**src/rtl/fft_frame_serializer.sv**
```systemverilog
// fft_frame_serializer
// Drain end of the parallel FFT datapath. A 32-point frame arrives as 8 beats
// of 4 parallel complex lanes. It is captured into one bank of a ping-pong
// register bank and streamed out one complex sample per cycle in transposed
// order (k = 8*lane + beat), under a valid/ready handshake.
//
// Ports:
//   i_clk, i_rst            clock, synchronous active-high reset
//   i_signal_0..3           lanes 0..3 of the current beat, {real, imag}
//   i_valid, i_last         beat qualifier / final (8th) beat of a frame
//   i_ready                 downstream accepts o_data this cycle
//   o_data, o_valid         current output sample (0 when not valid)
//   o_last, o_index         sample 31 marker / sample index k
//   o_in_ready              next beat would be stored
//   o_overflow              sticky: a beat was dropped for lack of a free bank
//   o_frame_err             one-cycle pulse on a frame length violation
module fft_frame_serializer #(
  parameter int NB_DATA = 10
) (
  input  logic                 i_clk,
  input  logic                 i_rst,
  input  logic [2*NB_DATA-1:0] i_signal_0,
  input  logic [2*NB_DATA-1:0] i_signal_1,
  input  logic [2*NB_DATA-1:0] i_signal_2,
  input  logic [2*NB_DATA-1:0] i_signal_3,
  input  logic                 i_valid,
  input  logic                 i_last,
  input  logic                 i_ready,
  output logic [2*NB_DATA-1:0] o_data,
  output logic                 o_valid,
  output logic                 o_last,
  output logic [4:0]           o_index,
  output logic                 o_in_ready,
  output logic                 o_overflow,
  output logic                 o_frame_err
);

  localparam int W = 2 * NB_DATA;

  typedef enum logic {
    WR_RECV,
    WR_DROP
  } wr_state_t;

  logic [W-1:0] mem [2][8][4];
  logic [W-1:0] lanes [4];

  logic [1:0] full;
  logic [1:0] full_set;
  logic [1:0] full_clr;

  wr_state_t  wr_state, wr_state_n;
  logic       wr_bank, wr_bank_n;
  logic [2:0] wr_beat, wr_beat_n;
  logic       store;
  logic       overflow, overflow_n;
  logic       frame_err, frame_err_n;

  logic       rd_bank;
  logic [4:0] rd_idx;
  logic       valid;
  logic       xfer;

  assign lanes[0] = i_signal_0;
  assign lanes[1] = i_signal_1;
  assign lanes[2] = i_signal_2;
  assign lanes[3] = i_signal_3;

  // Write side next state. A bank can only be set full by a write when it is
  // free, and only cleared by the reader when it is full, so set/clear never
  // target the same bank in the same cycle.
  always_comb begin
    wr_state_n  = wr_state;
    wr_bank_n   = wr_bank;
    wr_beat_n   = wr_beat;
    full_set    = '0;
    store       = 1'b0;
    overflow_n  = overflow;
    frame_err_n = 1'b0;
    if (i_valid) begin
      if (wr_state == WR_DROP) begin
        if (i_last) begin
          wr_state_n = WR_RECV;
          wr_beat_n  = '0;
        end
      end else if (full[wr_bank]) begin
        overflow_n = 1'b1;
        if (!i_last) wr_state_n = WR_DROP;
        else         wr_beat_n  = '0;
      end else begin
        store = 1'b1;
        if (wr_beat == 3'd7 && i_last) begin
          full_set[wr_bank] = 1'b1;
          wr_bank_n         = ~wr_bank;
          wr_beat_n         = '0;
        end else if (i_last) begin
          frame_err_n = 1'b1;
          wr_beat_n   = '0;
        end else if (wr_beat == 3'd7) begin
          frame_err_n = 1'b1;
          wr_beat_n   = '0;
          wr_state_n  = WR_DROP;
        end else begin
          wr_beat_n = wr_beat + 3'd1;
        end
      end
    end
  end

  // Read side
  assign valid = full[rd_bank];
  assign xfer  = valid & i_ready;

  always_comb begin
    full_clr = '0;
    if (xfer && rd_idx == 5'd31) full_clr[rd_bank] = 1'b1;
  end

  always_ff @(posedge i_clk) begin
    if (i_rst) begin
      wr_state  <= WR_RECV;
      wr_bank   <= 1'b0;
      wr_beat   <= '0;
      full      <= '0;
      overflow  <= 1'b0;
      frame_err <= 1'b0;
      rd_bank   <= 1'b0;
      rd_idx    <= '0;
    end else begin
      wr_state  <= wr_state_n;
      wr_bank   <= wr_bank_n;
      wr_beat   <= wr_beat_n;
      full      <= (full | full_set) & ~full_clr;
      overflow  <= overflow_n;
      frame_err <= frame_err_n;
      if (xfer) begin
        // rd_idx wraps 31 -> 0 naturally at the bank switch
        rd_idx <= rd_idx + 5'd1;
        if (rd_idx == 5'd31) rd_bank <= ~rd_bank;
      end
    end
  end

  // Sample storage needs no reset: contents are only visible while full.
  always_ff @(posedge i_clk) begin
    if (store) begin
      for (int unsigned l = 0; l < 4; l++) begin
        mem[wr_bank][wr_beat][l] <= lanes[l];
      end
    end
  end

  assign o_valid     = valid;
  assign o_data      = valid ? mem[rd_bank][rd_idx[2:0]][rd_idx[4:3]] : '0;
  assign o_index     = valid ? rd_idx : '0;
  assign o_last      = valid && (rd_idx == 5'd31);
  assign o_in_ready  = !full[wr_bank] && (wr_state == WR_RECV);
  assign o_overflow  = overflow;
  assign o_frame_err = frame_err;

endmodule
```
**config.mk**
```make
export PLATFORM = sky130hd
export DESIGN_NAME = fft_frame_serializer
export DESIGN_NICKNAME = d
export VERILOG_FILES = /design/src/rtl/fft_frame_serializer.sv
export SDC_FILE = /design/constraint.sdc
export NUM_CORES = 2
export LEC_CHECK = 0
export BUFFER_PORTS_ARGS = -buffer_cell sky130_fd_sc_hd__buf_2
export CAP_MARGIN = 10
export CORE_ASPECT_RATIO = 0.7
export CORE_MARGIN = 5
export CORE_UTILIZATION = 45
export DETAILED_ROUTE_END_ITERATION = 12
export MAX_ROUTING_LAYER = met4
export SYNTH_ARGS = -nofsm -noshare
export SYNTH_HDL_FRONTEND = slang
export SYNTH_SLANG_ARGS = --single-unit
export TNS_END_PERCENT = 1
```
**constraint.sdc**
```tcl
create_clock -name i_clk -period 9 [get_ports i_clk]
set_input_delay 0.45 -clock i_clk [delete_from_list [all_inputs] [get_ports i_clk]]
set_output_delay 0.45 -clock i_clk [all_outputs]
set_load 0.005 [all_outputs]
```
==> qor.csv <==
metric,value,unit
status,"complete, no violations",
CORE AREA,119800,um^2
Rel. slew slack,19.40,%
WP data arrival,4720,ps
asr flop ratio synth,0,%
hold slack,51.45,ps
Fmax,193.4,MHz
Required @ worst endpoint,8550,ps
share of the synthesized area in the top cell type,70.70,%
Max Cap Viol,0,
Synth top cells by count,"1,280 x edfxtp_1, 319 x mux4_2, 293 x a21o_1",
Place WS,4544,ps
total congestion overflow,0,
clk_lat worst skew,760,ps
Pint,9.908,mW
DIE AREA,128000,um^2
RSZ-0062 raised after global routing,false,
# DRC,0,
Starting Density,45.39,%
Final ANT Viol Nets,0,
Post-Layout Cell Count,4788,
site row count,106,
"Reg clk slew, reported paths",60,ps
Die Ht,300.8,um
vias per inst,6.176,
"slowest stage cell, crit path",buf_4,
fill count,9636,
CTS Buf Count,132,
Final TNS setup,0,ps
top-count cell post-synth,edfxtp_1,
yosys synthesis warning count,0,
sequential area share after synthesis,71.29,%
Power Total,12.54,mW
Area contributors post-synth,"edfxtp_1 71%, mux4_2 13%, a21o_1 4.0%, mux2i_1 2.3%, o21ai_0 2.0%",
leakage,20.26,nW
Slew Limit Fails,0,
gr usage total,24.14,%
worst vdd ir,125.8,uV
WL per Instance,31.05,um
crit path max fanout,86,
syn_area_per_cell,18.57,um^2
Psw,2.631,mW
syn nets,3018,
fin crit share,57.44,%
Seq pwr share,53.5,%
critical path launch point type,flop,
endpoints failing setup,0,
crit-path cells,"buf_12, buf_4, mux4_2, mux4_2, o21ai_0, o21ai_0, buf_2",
Iteration-0 DRC Markers,3561,
share of cells above drive strength 1,23.34,%
ys flop type,edfxtp_1,
critical path type,flop to primary output,
Fin. Hold Viols,0,
min-delay worst type,input port to flop,
initial antenna violation count,24,
chip width,425.4,um
synthesized area,54370,um^2
Post-CTS Resized,0,
WL final,148.7,mm
nets,3141,
worst slew pin tran,1209,ps
crit-path max cell delay,740,ps
PD cells,206.2,nW/um^2
"EDFF count, synth",1280,
"CP delay by family, top",buffers and inverters,
IO Port Bufs,114,
clock sinks,1296,
clock share of power,43.1,%
vias after detailed routing,29570,
Clock H-tree levels,4,
CTS tree,yes,
WP buf/inv,3,
Final min period,5169,ps
First-pass DRT Iterations,6,
root buf cell,clkbuf_16,
first-pass GRT wire length,217.1,mm
Reg area,38770,um^2
area of the multi-input gates,14480,um^2
Logic pwr share,3.4,%
final setup margin,3831,ps
"FF+latch count, synth",1296,
hpwl dp,84.02,mm
RD Place Congestion,0.8117,
Worst Skew,27.59,ps
switch share,20.98,%
CP Capture Type,primary output,
"area leader, netlist",edfxtp_1,
Synth cell types,56,
Area growth syn-to-layout,11.85,%
pin count of the biggest net entering global routing,111,
Syn Inst Count,2927,
vias in the first global route,30580,
clk buf depth,3,
# IOs,115,
dpl cells,4534,
==> routing by layer <==
layer	vias to the layer above	routed length (um)	global-route usage, %
li1	12220	-	-
met5	-	0	-
met1	15580	61440	33.47
met4	0	3095	6.516
met2	1551	69680	36.54
met3	219	14460	5.329
==> worst register-to-register path, cell delays in order (launching register included) <==
cell and delay [ps]:
dfxtp_1 740, mux2i_1 310, and2_2 280, nand3_4 80, buf_4 470, nor2_4 1030
buf_4 1010
==> stage by stage <==
stage	util [%]	instance area [um^2]
finish	50.78	60810
global route	50.77	60800
floorplan	-	54370
CTS	50.74	60770
global placement	47.23	56560
detailed placement	47.23	56560
==> kinds of logic (layout without fill, tap and decap cells) <==
family	after synthesis	in the layout	share of synthesized area (%)
multiplexers	449	449	15.62
flip-flops	1296	1296	71.29
adder cells (fa/ha/maj)	6	6	0.1381
other	0	15	0
XOR/XNOR	5	5	0.08055
AO/OA/AOI/OAI	625	625	7.629
AND/OR/NAND/NOR	294	294	2.893
buffers and inverters	252	478	2.345
==> timing repair <==
item	in CTS	in global routing
endpoints found under the setup margin	0	0
hold buffers	2	0
buffers inserted	0	0
hold endpoints to repair	2	0
==> sequential cells by signal, indices dropped and copies added (netlist names), named ones only <==
name / flops
rd_idx: 5
full: 2
wr_bank: 1
rd_bank: 1
wr_state: 1
o_overflow: 1
wr_beat: 3
mem: 1280
o_frame_err: 1
==> power groups by stage <==
stage,clock network (mW),registers (mW),logic (mW)
final,5.40,6.71,0.429
after detailed placement,0,6.84,0.423
after CTS,5.48,6.71,0.427
after global placement,0,6.83,0.408
after global routing,5.75,6.71,0.466
after floorplan,0,6.83,0.243
==> path summary, 6_finish.rpt <==
path,startpoint,cells after the start,to,slack [ps]
worst min register to register,wr_state$_SDFFE_PP0P_,2,wr_state$_SDFFE_PP0P_,490
worst min-delay path,i_ready,3,rd_idx[1]$_SDFFE_PP0P_,50
worst max-delay path,flop,7,o_data[6],3830
worst max register to register,wr_bank$_SDFFE_PP0P_,6,mem[1][190]$_DFFE_PP_,4590
==> cell usage in the layout (no fill, tap or decap), types with 4 or more instances in the layout <==
master / synthesis / layout
and2_4: 0 / 8
clkinv_1: 1 / 32
and2_1: 12 / 5
ha_1: 6 / 6
nor2_1: 26 / 16
and3_4: 0 / 5
mux2_2: 7 / 7
xnor2_1: 4 / 4
nand3_1: 29 / 27
bufinv_16: 0 / 9
a21oi_1: 19 / 19
dfxtp_1: 16 / 12
a22oi_1: 42 / 42
and2b_2: 8 / 8
o21ai_0: 214 / 214
diode_2: 0 / 15
clkbuf_16: 0 / 138
inv_1: 65 / 65
nor2b_1: 98 / 98
clkinv_2: 0 / 21
mux2i_1: 123 / 123
mux4_2: 319 / 319
o221ai_1: 13 / 13
nand2_1: 91 / 91
inv_6: 0 / 6
o22ai_1: 12 / 12
buf_2: 70 / 114
a221oi_1: 10 / 10
a21o_2: 8 / 8
a21o_1: 293 / 293
clkbuf_1: 63 / 22
edfxtp_1: 1280 / 1280
clkinvlp_4: 0 / 7
nor2_4: 0 / 10
nor3_1: 4 / 4
buf_4: 23 / 56
==> final cells by class <==
type | instances | area share (%)
flip-flops and latches | 1296 | 63.76
multi-input cells | 1379 | 23.82
clock buffers | 160 | 5.815
well taps | 1620 | 3.333
repair buffers | 174 | 1.728
clock inverters | 77 | 1.074
inverters | 67 | 0.4136
diodes | 15 | 0.06173
Note: power is estimated with default switching activity, not from simulation.
